### src/rtl/apb_pkg.sv
// Shared definitions for the APB completer memory.
//   - Default bus widths used by the completer and its storage.
//   - One-hot FSM state encoding (IDLE / WAIT / RESP).
//   - apb_resp_t: the response bundle presented back to the bus.
//   - addr_in_range(): decodes whether a local offset hits storage.
package apb_pkg;

  localparam int APB_DATA_WIDTH = 8;
  localparam int APB_ADDR_WIDTH = 8;

  typedef enum logic [2:0] {
    S_IDLE = 3'b001,
    S_WAIT = 3'b010,
    S_RESP = 3'b100
  } apb_state_e;

  typedef struct packed {
    logic                      ready;
    logic                      slverr;
    logic [APB_DATA_WIDTH-1:0] rdata;
  } apb_resp_t;

  // Offsets at or beyond depth are not backed by storage.
  function automatic logic addr_in_range(input logic [31:0] addr, input int depth);
    return addr < depth;
  endfunction

endpackage

### src/rtl/apb_slave_mem_array.sv
// Byte-wide storage for the APB completer.
// Ports:
//   clk    - clock, rising edge
//   rst    - synchronous active-high reset (clears the read register only)
//   we     - write enable (already qualified by the completer FSM)
//   waddr  - write address, wdata - write data
//   re     - load the read register from storage at raddr
//   clr    - force the read register to zero (error responses)
//   raddr  - read address
//   rdata  - registered read data; holds its value when re/clr are low
// Storage contents are deliberately not reset.
module apb_slave_mem_array #(
  parameter int DATA_WIDTH = 8,
  parameter int DEPTH      = 128,
  parameter int AW         = 7
) (
  input  logic                  clk,
  input  logic                  rst,
  input  logic                  we,
  input  logic [AW-1:0]         waddr,
  input  logic [DATA_WIDTH-1:0] wdata,
  input  logic                  re,
  input  logic                  clr,
  input  logic [AW-1:0]         raddr,
  output logic [DATA_WIDTH-1:0] rdata
);

  logic [DATA_WIDTH-1:0] mem [DEPTH];
  logic [DATA_WIDTH-1:0] rdata_q, rdata_d;

  always_ff @(posedge clk) begin
    if (we && !rst) begin
      mem[waddr] <= wdata;
    end
  end

  // clr wins over re so an errored access always returns zero.
  always_comb begin
    rdata_d = rdata_q;
    if (clr) begin
      rdata_d = '0;
    end else if (re) begin
      rdata_d = mem[raddr];
    end
  end

  always_ff @(posedge clk) begin
    if (rst) begin
      rdata_q <= '0;
    end else begin
      rdata_q <= rdata_d;
    end
  end

  assign rdata = rdata_q;

endmodule

### src/rtl/apb_slave_mem.sv
// APB completer backed by a byte-wide register file, with a fixed number of
// wait states, PSLVERR on out-of-range offsets and a sticky protocol-error flag.
// Ports:
//   PCLK, PRESET        - clock and synchronous active-high reset
//   PSEL, PENABLE       - APB select / access-phase strobe from the master
//   PWRITE, PADDR, PWDATA - transfer direction, local byte offset, write data
//   PRDATA              - read data, valid with PREADY=1 on reads
//   PREADY, PSLVERR     - completion and error response (registered)
//   proto_err           - sticky: master broke APB sequencing; cleared by PRESET
// Handshake: a transfer is a setup cycle (PSEL=1, PENABLE=0) followed by
// access cycles (PSEL=1, PENABLE=1); it completes on the rising edge where
// PSEL, PENABLE and PREADY are all high. Address, direction and write data
// are captured in the setup cycle and used for the whole transfer.
// FSM state is visible as state_q (one-hot apb_state_e).
module apb_slave_mem
  import apb_pkg::*;
#(
  parameter int DATA_WIDTH  = APB_DATA_WIDTH,
  parameter int ADDR_WIDTH  = APB_ADDR_WIDTH,
  parameter int DEPTH       = 128,
  parameter int WAIT_CYCLES = 2
) (
  input  logic                  PCLK,
  input  logic                  PRESET,
  input  logic                  PSEL,
  input  logic                  PENABLE,
  input  logic                  PWRITE,
  input  logic [ADDR_WIDTH-1:0] PADDR,
  input  logic [DATA_WIDTH-1:0] PWDATA,
  output logic [DATA_WIDTH-1:0] PRDATA,
  output logic                  PREADY,
  output logic                  PSLVERR,
  output logic                  proto_err
);

  localparam int         MEM_AW    = (DEPTH > 1) ? $clog2(DEPTH) : 1;
  localparam logic [3:0] WAIT_LOAD = 4'((WAIT_CYCLES > 0) ? (WAIT_CYCLES - 1) : 0);

  apb_state_e            state_q, state_d;
  logic [3:0]            cnt_q, cnt_d;
  logic [ADDR_WIDTH-1:0] addr_q, addr_d;
  logic                  write_q, write_d;
  logic [DATA_WIDTH-1:0] wdata_q, wdata_d;
  logic                  err_q, err_d;
  logic                  ready_q, ready_d;
  logic                  slverr_q, slverr_d;
  logic                  proto_q, proto_d;

  logic                  setup_ph, access_ph;
  logic                  mem_we, mem_re, mem_clr;
  logic [DATA_WIDTH-1:0] mem_rdata;
  apb_resp_t             resp;

  assign setup_ph  = PSEL && !PENABLE;
  assign access_ph = PSEL && PENABLE;

  // State register
  always_ff @(posedge PCLK) begin
    if (PRESET) begin
      state_q  <= S_IDLE;
      cnt_q    <= '0;
      addr_q   <= '0;
      write_q  <= 1'b0;
      wdata_q  <= '0;
      err_q    <= 1'b0;
      ready_q  <= 1'b0;
      slverr_q <= 1'b0;
      proto_q  <= 1'b0;
    end else begin
      state_q  <= state_d;
      cnt_q    <= cnt_d;
      addr_q   <= addr_d;
      write_q  <= write_d;
      wdata_q  <= wdata_d;
      err_q    <= err_d;
      ready_q  <= ready_d;
      slverr_q <= slverr_d;
      proto_q  <= proto_d;
    end
  end

  // Next-state logic
  always_comb begin
    state_d = state_q;
    cnt_d   = cnt_q;
    addr_d  = addr_q;
    write_d = write_q;
    wdata_d = wdata_q;
    err_d   = err_q;
    proto_d = proto_q;
    unique case (state_q)
      S_IDLE: begin
        if (setup_ph) begin
          addr_d  = PADDR;
          write_d = PWRITE;
          wdata_d = PWDATA;
          err_d   = !addr_in_range(32'(PADDR), DEPTH);
          if (WAIT_CYCLES == 0) begin
            state_d = S_RESP;
          end else begin
            cnt_d   = WAIT_LOAD;
            state_d = S_WAIT;
          end
        end else if (access_ph) begin
          // Access phase with no preceding setup phase.
          proto_d = 1'b1;
        end
      end
      S_WAIT: begin
        if (!access_ph) begin
          proto_d = 1'b1;
          state_d = S_IDLE;
        end else begin
          // Bus must hold the transfer steady; latched copies stay in use.
          if (PADDR != addr_q || PWRITE != write_q || PWDATA != wdata_q) begin
            proto_d = 1'b1;
          end
          if (cnt_q == 4'd0) begin
            state_d = S_RESP;
          end else begin
            cnt_d = cnt_q - 4'd1;
          end
        end
      end
      S_RESP: begin
        // Either the completion edge or an aborted transfer; both end here.
        if (!access_ph) begin
          proto_d = 1'b1;
        end
        state_d = S_IDLE;
      end
      default: begin
        state_d = S_IDLE;
      end
    endcase
  end

  // Output logic: the response registers load as the FSM enters RESP, so
  // PREADY/PSLVERR/PRDATA are valid for exactly the one RESP cycle.
  always_comb begin
    ready_d  = (state_d == S_RESP);
    slverr_d = (state_d == S_RESP) && err_d;
    mem_re   = (state_d == S_RESP) && !write_d && !err_d;
    mem_clr  = (state_d == S_RESP) && err_d;
    mem_we   = (state_q == S_RESP) && access_ph && write_q && !err_q && !PRESET;
  end

  apb_slave_mem_array #(
    .DATA_WIDTH (DATA_WIDTH),
    .DEPTH      (DEPTH),
    .AW         (MEM_AW)
  ) u_array (
    .clk   (PCLK),
    .rst   (PRESET),
    .we    (mem_we),
    .waddr (addr_q[MEM_AW-1:0]),
    .wdata (wdata_q),
    .re    (mem_re),
    .clr   (mem_clr),
    .raddr (addr_d[MEM_AW-1:0]),
    .rdata (mem_rdata)
  );

  assign resp      = '{ready: ready_q, slverr: slverr_q, rdata: mem_rdata};
  assign PREADY    = resp.ready;
  assign PSLVERR   = resp.slverr;
  assign PRDATA    = resp.rdata;
  assign proto_err = proto_q;

endmodule

### config.mk
export PLATFORM = sky130hd
export DESIGN_NAME = apb_slave_mem
export DESIGN_NICKNAME = d
export VERILOG_FILES = /design/src/rtl/apb_pkg.sv /design/src/rtl/apb_slave_mem_array.sv /design/src/rtl/apb_slave_mem.sv
export SDC_FILE = /design/constraint.sdc
export NUM_CORES = 1
export LEC_CHECK = 0
export ABC_AREA = 0
export BUFFER_PORTS_ARGS = -buffer_cell sky130_fd_sc_hd__buf_4
export CORE_UTILIZATION = 27
export CTS_BUF_LIST = sky130_fd_sc_hd__clkbuf_4 sky130_fd_sc_hd__clkbuf_8
export CTS_CLUSTER_SIZE = 10
export DETAILED_ROUTE_END_ITERATION = 16
export SLEW_MARGIN = 20
export SYNTH_ARGS = -nofsm -noshare
export SYNTH_HDL_FRONTEND = slang
export SYNTH_SLANG_ARGS = --single-unit
### constraint.sdc
create_clock -name PCLK -period 7.1 [get_ports PCLK]
set_clock_uncertainty 0.05 [all_clocks]
set_input_delay 1.42 -clock PCLK [delete_from_list [all_inputs] [get_ports PCLK]]
set_output_delay 1.42 -clock PCLK [all_outputs]
set_load 0.005 [all_outputs]
==> results of run 1 <==
-- stage by stage --
step	util, %	cells	area [µm²]	hold WS (ns)	worst slack (ns)
CTS	31.1	5284	48100	0.431	2.07
global route	31.1	5285	48100	0.455	1.87
detailed placement	28.9	4971	44700	0.424	1.14
global placement	28.9	4971	44700	0.408	1.20
floorplan	-	3019	42200	0.398	3.51
finish	31.1	5285	48100	0.429	1.94
-- layout by cell type (no fill, tap or decap), types with 27 or more instances in the layout --
master and n:
clkbuf_8 181, nor3_1 28, nor4_1 43, nand3_1 132, edfxtp_1 1024, a31oi_1 51, a21oi_1 140, mux2i_1 125
nand2_1 684, a32oi_1 65, dfxtp_1 28, clkbuf_4 71, buf_4 78, nand4_1 29, and3_1 27, nor2_1 200
clkinv_1 35
-- routing by layer --
layer	wire length [µm]	GRT usage, %	vias up	part of all wire (%)
met4	3950	5.63	0	3.3
met3	10600	3.66	212	9.0
met5	0	0	-	0
met2	53800	22.6	1237	45
li1	-	-	11600	-
met1	50200	20.0	13200	42
-- path summary, 6_finish.rpt --
path                      endpoint  cells past startpoint
setup reg to reg  u_array.rdata[4]                     10
setup / recovery  u_array.rdata[4]                     11
hold / removal           proto_err                      2
hold reg to reg          proto_err                      2
-- tightest hold or removal path, stage by stage (launching register included) --
cell and delay [ns]:
dfxtp_1 0.33, a21oi_1 0.04, nor2_1 0.07
-- cell type report --
cell class / instances / area (µm²)
antenna: 1 / 2.50
fill: 15200 / 106000
timing repair buffer: 84 / 706
tap: 2044 / 2560
sequential: 1060 / 31500
inverter: 6 / 22.5
multi-input combinational: 1777 / 9920
clock inverter: 61 / 382
clock buffer: 252 / 3020
-- kinds of logic (layout without fill, tap and decap cells) --
| kind of cell | Yosys count | in the layout | synth area share [%] |
|---|---|---|---|
| buffers and inverters | 182 | 403 | 2.16 |
| AOI/OAI and AO/OA | 402 | 402 | 6.47 |
| muxes | 150 | 150 | 4.16 |
| and+or+nand+nor | 1205 | 1205 | 12.2 |
| xor gates and xnor gates | 19 | 19 | 0.394 |
| DFF | 1060 | 1060 | 74.6 |
| adders and majority gates | 1 | 1 | 0.0296 |
| other | 0 | 1 | 0 |
-- registers in the layout, summed over array words and instances (netlist names) --
| name | cells |
|---|---|
| u_array.mem | 1024 |
| addr_q | 8 |
| u_array.rdata | 8 |
| wdata_q | 8 |
| cnt_q | 4 |
| state_q | 3 |
| PREADY | 1 |
| PSLVERR | 1 |
| err_q | 1 |
| proto_err | 1 |
| write_q | 1 |
-- power breakdown --
| part | switching [mW] | leakage, nW | internal, mW | total (mW) |
|---|---|---|---|---|
| registers | 0.0575 | 8.59 | 6.85 | 6.91 |
| logic | 0.566 | 4.97 | 0.226 | 0.792 |
| clock network | 2.45 | 1.81 | 2.79 | 5.24 |
==> summary.md, run 1 <==
| Metric | Value |
|---|---|
| Status | `completed` |
| Final setup violation count | `0` |
| Yosys warns | `0` |
| Max Cap Viol | `0` |
| Min cycle time layout | `5.16 ns` |
| Hold Crit Start | `proto_err` |
| Count of final max-slew check failures | `0` |
| Crit path required time | `7.74 ns` |
| Initial Util | `27.3%` |
| Post-route DRC | `0` |
| Synthesized instance count | `3019` |
| Async S/R FF share, synth | `0%` |
| Slowest stage delay, CP | `0.75 ns` |
| Post-CTS Hold Fix Bufs | `0` |
| Fmax | `0.194 GHz` |
| Total negative slack | `0 ns` |
| Worst R2R Setup Slack | `2.24 ns` |
| Die outline width | `397 µm` |
| H-Tree Level Count | `4` |
| Layout cells sized above 1 | `13.2%` |
| Tot GR Track Use | `14.7%` |
| Pre-Repair DR Iteration Count | `5` |
| Worst hold path type | `register to register` |
| PortBufs | `31` |
| Critical Path, Cell by Cell | `buf_4, nand4bb_4, o21ai_4, nand2_4, buf_4, nand2_1, o32ai_1, o41ai_1, a21oi_1, nor4_1, a31oi_1` |
| Top cell type's share of synthesized area | `72.9%` |
| Post-CTS Resized | `0` |
| Syn_area_per_cell | `14.0 µm²` |
| Leakage | `15.4 nW` |
| Vias in the first global route | `25300` |
| Detail Placement HPWL | `70.5 mm` |
| Netlist Area Pre-Place | `42200 µm²` |
| Power Total | `12.9 mW` |
| Pwr/cell area | `269 nW/µm²` |
| Avg Vias per Cell | `4.96` |
| Final Hold Vio Count | `0` |
| Total CTS buffers | `171` |
| Die Y | `397 µm` |
| Core Box Area | `155000 µm²` |
| Crit-path max FO | `49` |
| Synth Register Bits | `1060` |
| Row count | `144` |
| Slowest cell on crit path | `o41ai_1` |
| Detailed router's first-iteration violation count | `3028` |
| First-pass GRT wire length | `173 mm` |
| Max VDD drop | `0.000136 V` |
| Slew HR | `21.0%` |
| Worst-margin pin slew | `1.18 ns` |
| RSZ-0062 raised after global routing | `false` |
| Synth-to-Final Area Change | `14.0%` |
| Worst skew pair latency | `0.84 ns` |
| Netlist cell types | `69` |
| EDFF count, synth | `1024` |
| Largest area contributor in the netlist | `edfxtp_1` |
| Top-count cell post-synth | `edfxtp_1` |
| DRT antenna net count | `0` |
| CP arrival | `5.80 ns` |
| Routability Congestion | `0.871` |
| R2R Path Start | `state_q[1]` |
| Routed WL per cell | `22.4 µm` |
| Critical path launch point type | `primary input` |
| Crit-path leading delay family | `simple AND/OR/NAND/NOR gates` |
| TritonCTS clock tree | `yes` |
| Crit path buf inv count | `2` |
| Initial antenna violation count | `4` |
| Max clock buf depth | `3` |
| Synth Net Count | `3041` |
| Post-CTS setup buffer count | `0` |
| Worst Setup SP | `PENABLE` |
| Post-synthesis sequential area ratio | `74.6%` |
| Synth top area cells | `edfxtp_1 73%, nand2_1 6.2%, mux2i_1 3.0%` |
| Commonest cells in the netlist | `1024 x edfxtp_1, 692 x nand2_1, 202 x nor2_1` |
| Nets@finish | `3122` |
| Clock-pin slew on the worst setup and hold paths | `0.06 ns` |
| Final worst path period share | `72.7%` |
| Crit Path Class | `primary input to register` |
| Synth Flop Type | `edfxtp_1` |
| CP Capture Type | `register` |
| Gr ovfl total | `0` |
| Detailed Route WL | `119 mm` |
| Clk Tree Root Cell | `clkbuf_8` |
| Die area | `158000 µm²` |
| Largest net degree at the start of global routing | `101` |
| I/O pin count | `32` |
| Top cell by count, worst path | `buf_4` |
| Clk sink count | `1060` |
| DR vias | `26200` |
Note: power is estimated with default switching activity, not from simulation.
==> inputs of run 2 (changes only) <==
==> constraint.sdc (replaced) <==
create_clock -name PCLK -period 5.15 [get_ports PCLK]
set_clock_uncertainty 0.05 [all_clocks]
set_input_delay 1.03 -clock PCLK [delete_from_list [all_inputs] [get_ports PCLK]]
set_output_delay 1.03 -clock PCLK [all_outputs]
set_load 0.005 [all_outputs]
==> summary.md, run 2 (synthesis gave the netlist of run 1 again) <==
| Metric | Value |
|---|---|
| Max VDD drop | `0.000233 V (was 0.000136 V)` |
| Placed Area | `45300 µm² (was 44700 µm²)` |
| GRT met2 Usage | `22.1% (was 22.6%)` |
| Final worst slack | `1.31 ns (was 1.94 ns)` |
| RSZ-0062 raised after global routing | `false (unchanged)` |
| Core Box Area | `155000 µm² (unchanged)` |
| Worst-margin pin slew | `1.21 ns (was 1.18 ns)` |
| Post-CTS Resized | `0 (unchanged)` |
| Total CTS buffers | `175 (was 171)` |
| Routed WL per cell | `22.0 µm (was 22.4 µm)` |
| Post-CTS Hold Fix Bufs | `0 (unchanged)` |
| Most common cell after layout, fill and taps aside | `edfxtp_1 (unchanged)` |
| Die Y | `397 µm (unchanged)` |
| Routability Congestion | `0.898 (was 0.871)` |
| Max Cap Viol | `0 (unchanged)` |
| Clock-pin slew on the worst setup and hold paths | `0.06 ns (about the same)` |
| Pre-CTS WS | `0.609 ns (was 1.14 ns)` |
| Largest net degree at the start of global routing | `88 (was 101)` |
| Initial antenna violation count | `4 (unchanged)` |
| Crit path to | `u_array.rdata[4] (unchanged)` |
| TritonCTS clock tree | `yes (unchanged)` |
| Tot GR Track Use | `14.6% (was 14.7%)` |
| M3 GR Usage | `3.48% (was 3.66%)` |
| Vias in the first global route | `25800 (was 25300)` |
| Crit path required time | `5.85 ns (was 7.74 ns)` |
| Die outline width | `397 µm (unchanged)` |
| Clk sink count | `1060 (unchanged)` |
| Pre-Repair DR Iteration Count | `7 (was 5)` |
| Clock network power share | `40.1% (was 40.5%)` |
| Post-CTS setup buffer count | `0 (unchanged)` |
| P_sw | `4.22 mW (was 3.08 mW)` |
| Sw frac | `23.7% (was 23.8%)` |
| Combinational Power Share | `6.3% (was 6.1%)` |
| First-pass GRT wire length | `173 mm (about the same)` |
| Crit Path Class | `register to register (was primary input to register)` |
| Gr ovfl total | `0 (unchanged)` |
| Final Hold Vio Count | `0 (unchanged)` |
| Row count | `144 (unchanged)` |
| Status | `completed (unchanged)` |
| Fmax | `0.260 GHz` |
| Worst R2R Setup Slack | `1.31 ns (was 2.24 ns)` |
| Top cell by count, worst path | `buf_12 (was buf_4)` |
| R2R Path Start | `state_q[1] (unchanged)` |
| Fin cells | `5366 (was 5285)` |
| Largest Register | `u_array.mem (unchanged)` |
| Worst skew pair latency | `0.86 ns (was 0.84 ns)` |
| Largest register FFs | `1024 (unchanged)` |
| RR Endpoint | `u_array.rdata[4] (unchanged)` |
| Leading cell types in the layout, fill and taps excluded | `1024 x edfxtp_1, 690 x nand2_1, 200 x nor2_1 (was 1024 x edfxtp_1, 684 x nand2_1, 200 x nor2_1)` |
| I/O pin count | `32 (unchanged)` |
| Detailed router's first-iteration violation count | `3350 (was 3028)` |
| Initial Util | `27.3% (unchanged)` |
| Avg Vias per Cell | `4.95 (was 4.96)` |
| Worst-case reg-to-reg path depth | `11 (was 10)` |
| Slew HR | `19.2% (was 21.0%)` |
| CP Capture Type | `register (unchanged)` |
| DR vias | `26600 (was 26200)` |
| Detail Placement HPWL | `72.5 mm (was 70.5 mm)` |
| CP arrival | `4.55 ns (was 5.80 ns)` |
| Fin area | `48700 µm² (was 48100 µm²)` |
| Critical Path, Cell by Cell | `inv_1, nand3_2, and2_4, buf_12, buf_12, nand2_1, a32oi_1, a21oi_1, nor3_1, nor2_1, a31oi_1 (was buf_4, nand4bb_4, o21ai_4, nand2_4, buf_4, nand2_1, o32ai_1, o41ai_1, a21oi_1, nor4_1, a31oi_1)` |
| Critical path launch point type | `register (was primary input)` |
| Busiest grt layer | `met2 (unchanged)` |
| Max clock buf depth | `3 (unchanged)` |
| Placed insts | `5049 (was 4971)` |
| Layout fillers | `15300 (was 15200)` |
| Met1 usage | `20.5% (was 20.0%)` |
| Sequential power share | `53.6% (was 53.4%)` |
| Crit-path max FO | `39 (was 49)` |
| Slowest stage delay, CP | `0.64 ns (was 0.75 ns)` |
| Synth-to-Final Area Change | `15.3% (was 14.0%)` |
| Min cycle time layout | `3.84 ns` |
| Post-route DRC | `0 (unchanged)` |
| Worst Setup SP | `state_q[1] (was PENABLE)` |
| Pwr/cell area | `365 nW/µm² (was 269 nW/µm²)` |
| Cell Int Power | `13.6 mW (was 9.86 mW)` |
| Nets@finish | `3204 (was 3122)` |
| PortBufs | `31 (unchanged)` |
| Worst hold path type | `primary input to register (was register to register)` |
| Final worst path period share | `74.6%` |
| Detailed Route WL | `118 mm (was 119 mm)` |
| Final setup violation count | `0 (unchanged)` |
| Total negative slack | `0 ns (unchanged)` |
| Leakage | `15.7 nW (was 15.4 nW)` |
| Slowest cell on crit path | `dfxtp_1 (was o41ai_1)` |
| Count of final max-slew check failures | `0 (unchanged)` |
| Clk Tree Root Cell | `clkbuf_8 (unchanged)` |
| DRT antenna net count | `0 (unchanged)` |
| Die area | `158000 µm² (unchanged)` |
| H-Tree Level Count | `4 (unchanged)` |
| Layout cells sized above 1 | `14.9% (was 13.2%)` |
run 2: cell types whose count changed in the layout (fill, tap and decap cells not counted), sizes merged:
cell,delta
diode,+1
buf,+78
inv,-1
clkinvlp,+6
clkbuf,-3
run 2: metal layers:
metal / vias to the layer above / routed length (µm)
met5: - / 0
met4: 0 / 3100
met3: 200 / 11500
met2: 1283 / 53000
met1: 13400 / 50400
li1: 11700 / -
run 2: how the worst min path moves through the flow:
stage	from	endpoint	cells after the start
after floorplan	addr_q[7]	addr_q[7]	2
after global placement	addr_q[7]	addr_q[7]	2
after detailed placement	addr_q[7]	addr_q[7]	2
after CTS	PWDATA[1]	wdata_q[1]	3
after global routing	PWDATA[2]	wdata_q[2]	3
final	PWDATA[3]	wdata_q[3]	3
run 2: layout make-up:
type | count | area (µm²) | share of cell area, %
inverters | 6 | 22.5 | 0.0463
well taps | 2044 | 2560 | 5.25
diodes | 2 | 5.00 | 0.0103
clock buffers | 249 | 2980 | 6.13
repair buffers | 162 | 1350 | 2.78
clock inverters | 66 | 352 | 0.722
flip-flops and latches | 1060 | 31500 | 64.7
multi-input cells | 1777 | 9900 | 20.3
run 2: worst max-delay path, delay by kind of cell, from the launching register on:
| kind | cells | cell delay (ns) |
|---|---|---|
| AO/OA/AOI/OAI | 3 | 0.68 |
| buffers and inverters | 3 | 0.78 |
| flip-flops | 1 | 0.64 |
| AND/OR/NAND/NOR | 5 | 1.53 |
run 2: per-stage QoR:
step	utilization, %	power, mW	hold WS, ns
2_1_floorplan	-	10.4	0.398
3_3_place_gp	29.3	10.8	0.410
3_5_place_dp	29.3	10.8	0.422
4_1_cts	31.5	17.9	0.339
5_1_grt	31.5	18.3	0.378
6_report	31.5	17.8	0.400
run 2: power groups by stage:
stage | clock network [mW] | registers [mW] | logic, mW
after floorplan | 0 | 9.69 | 0.671
after global placement | 0 | 9.70 | 1.11
after detailed placement | 0 | 9.70 | 1.12
after CTS | 7.24 | 9.52 | 1.12
after global routing | 7.59 | 9.52 | 1.20
final | 7.14 | 9.52 | 1.12
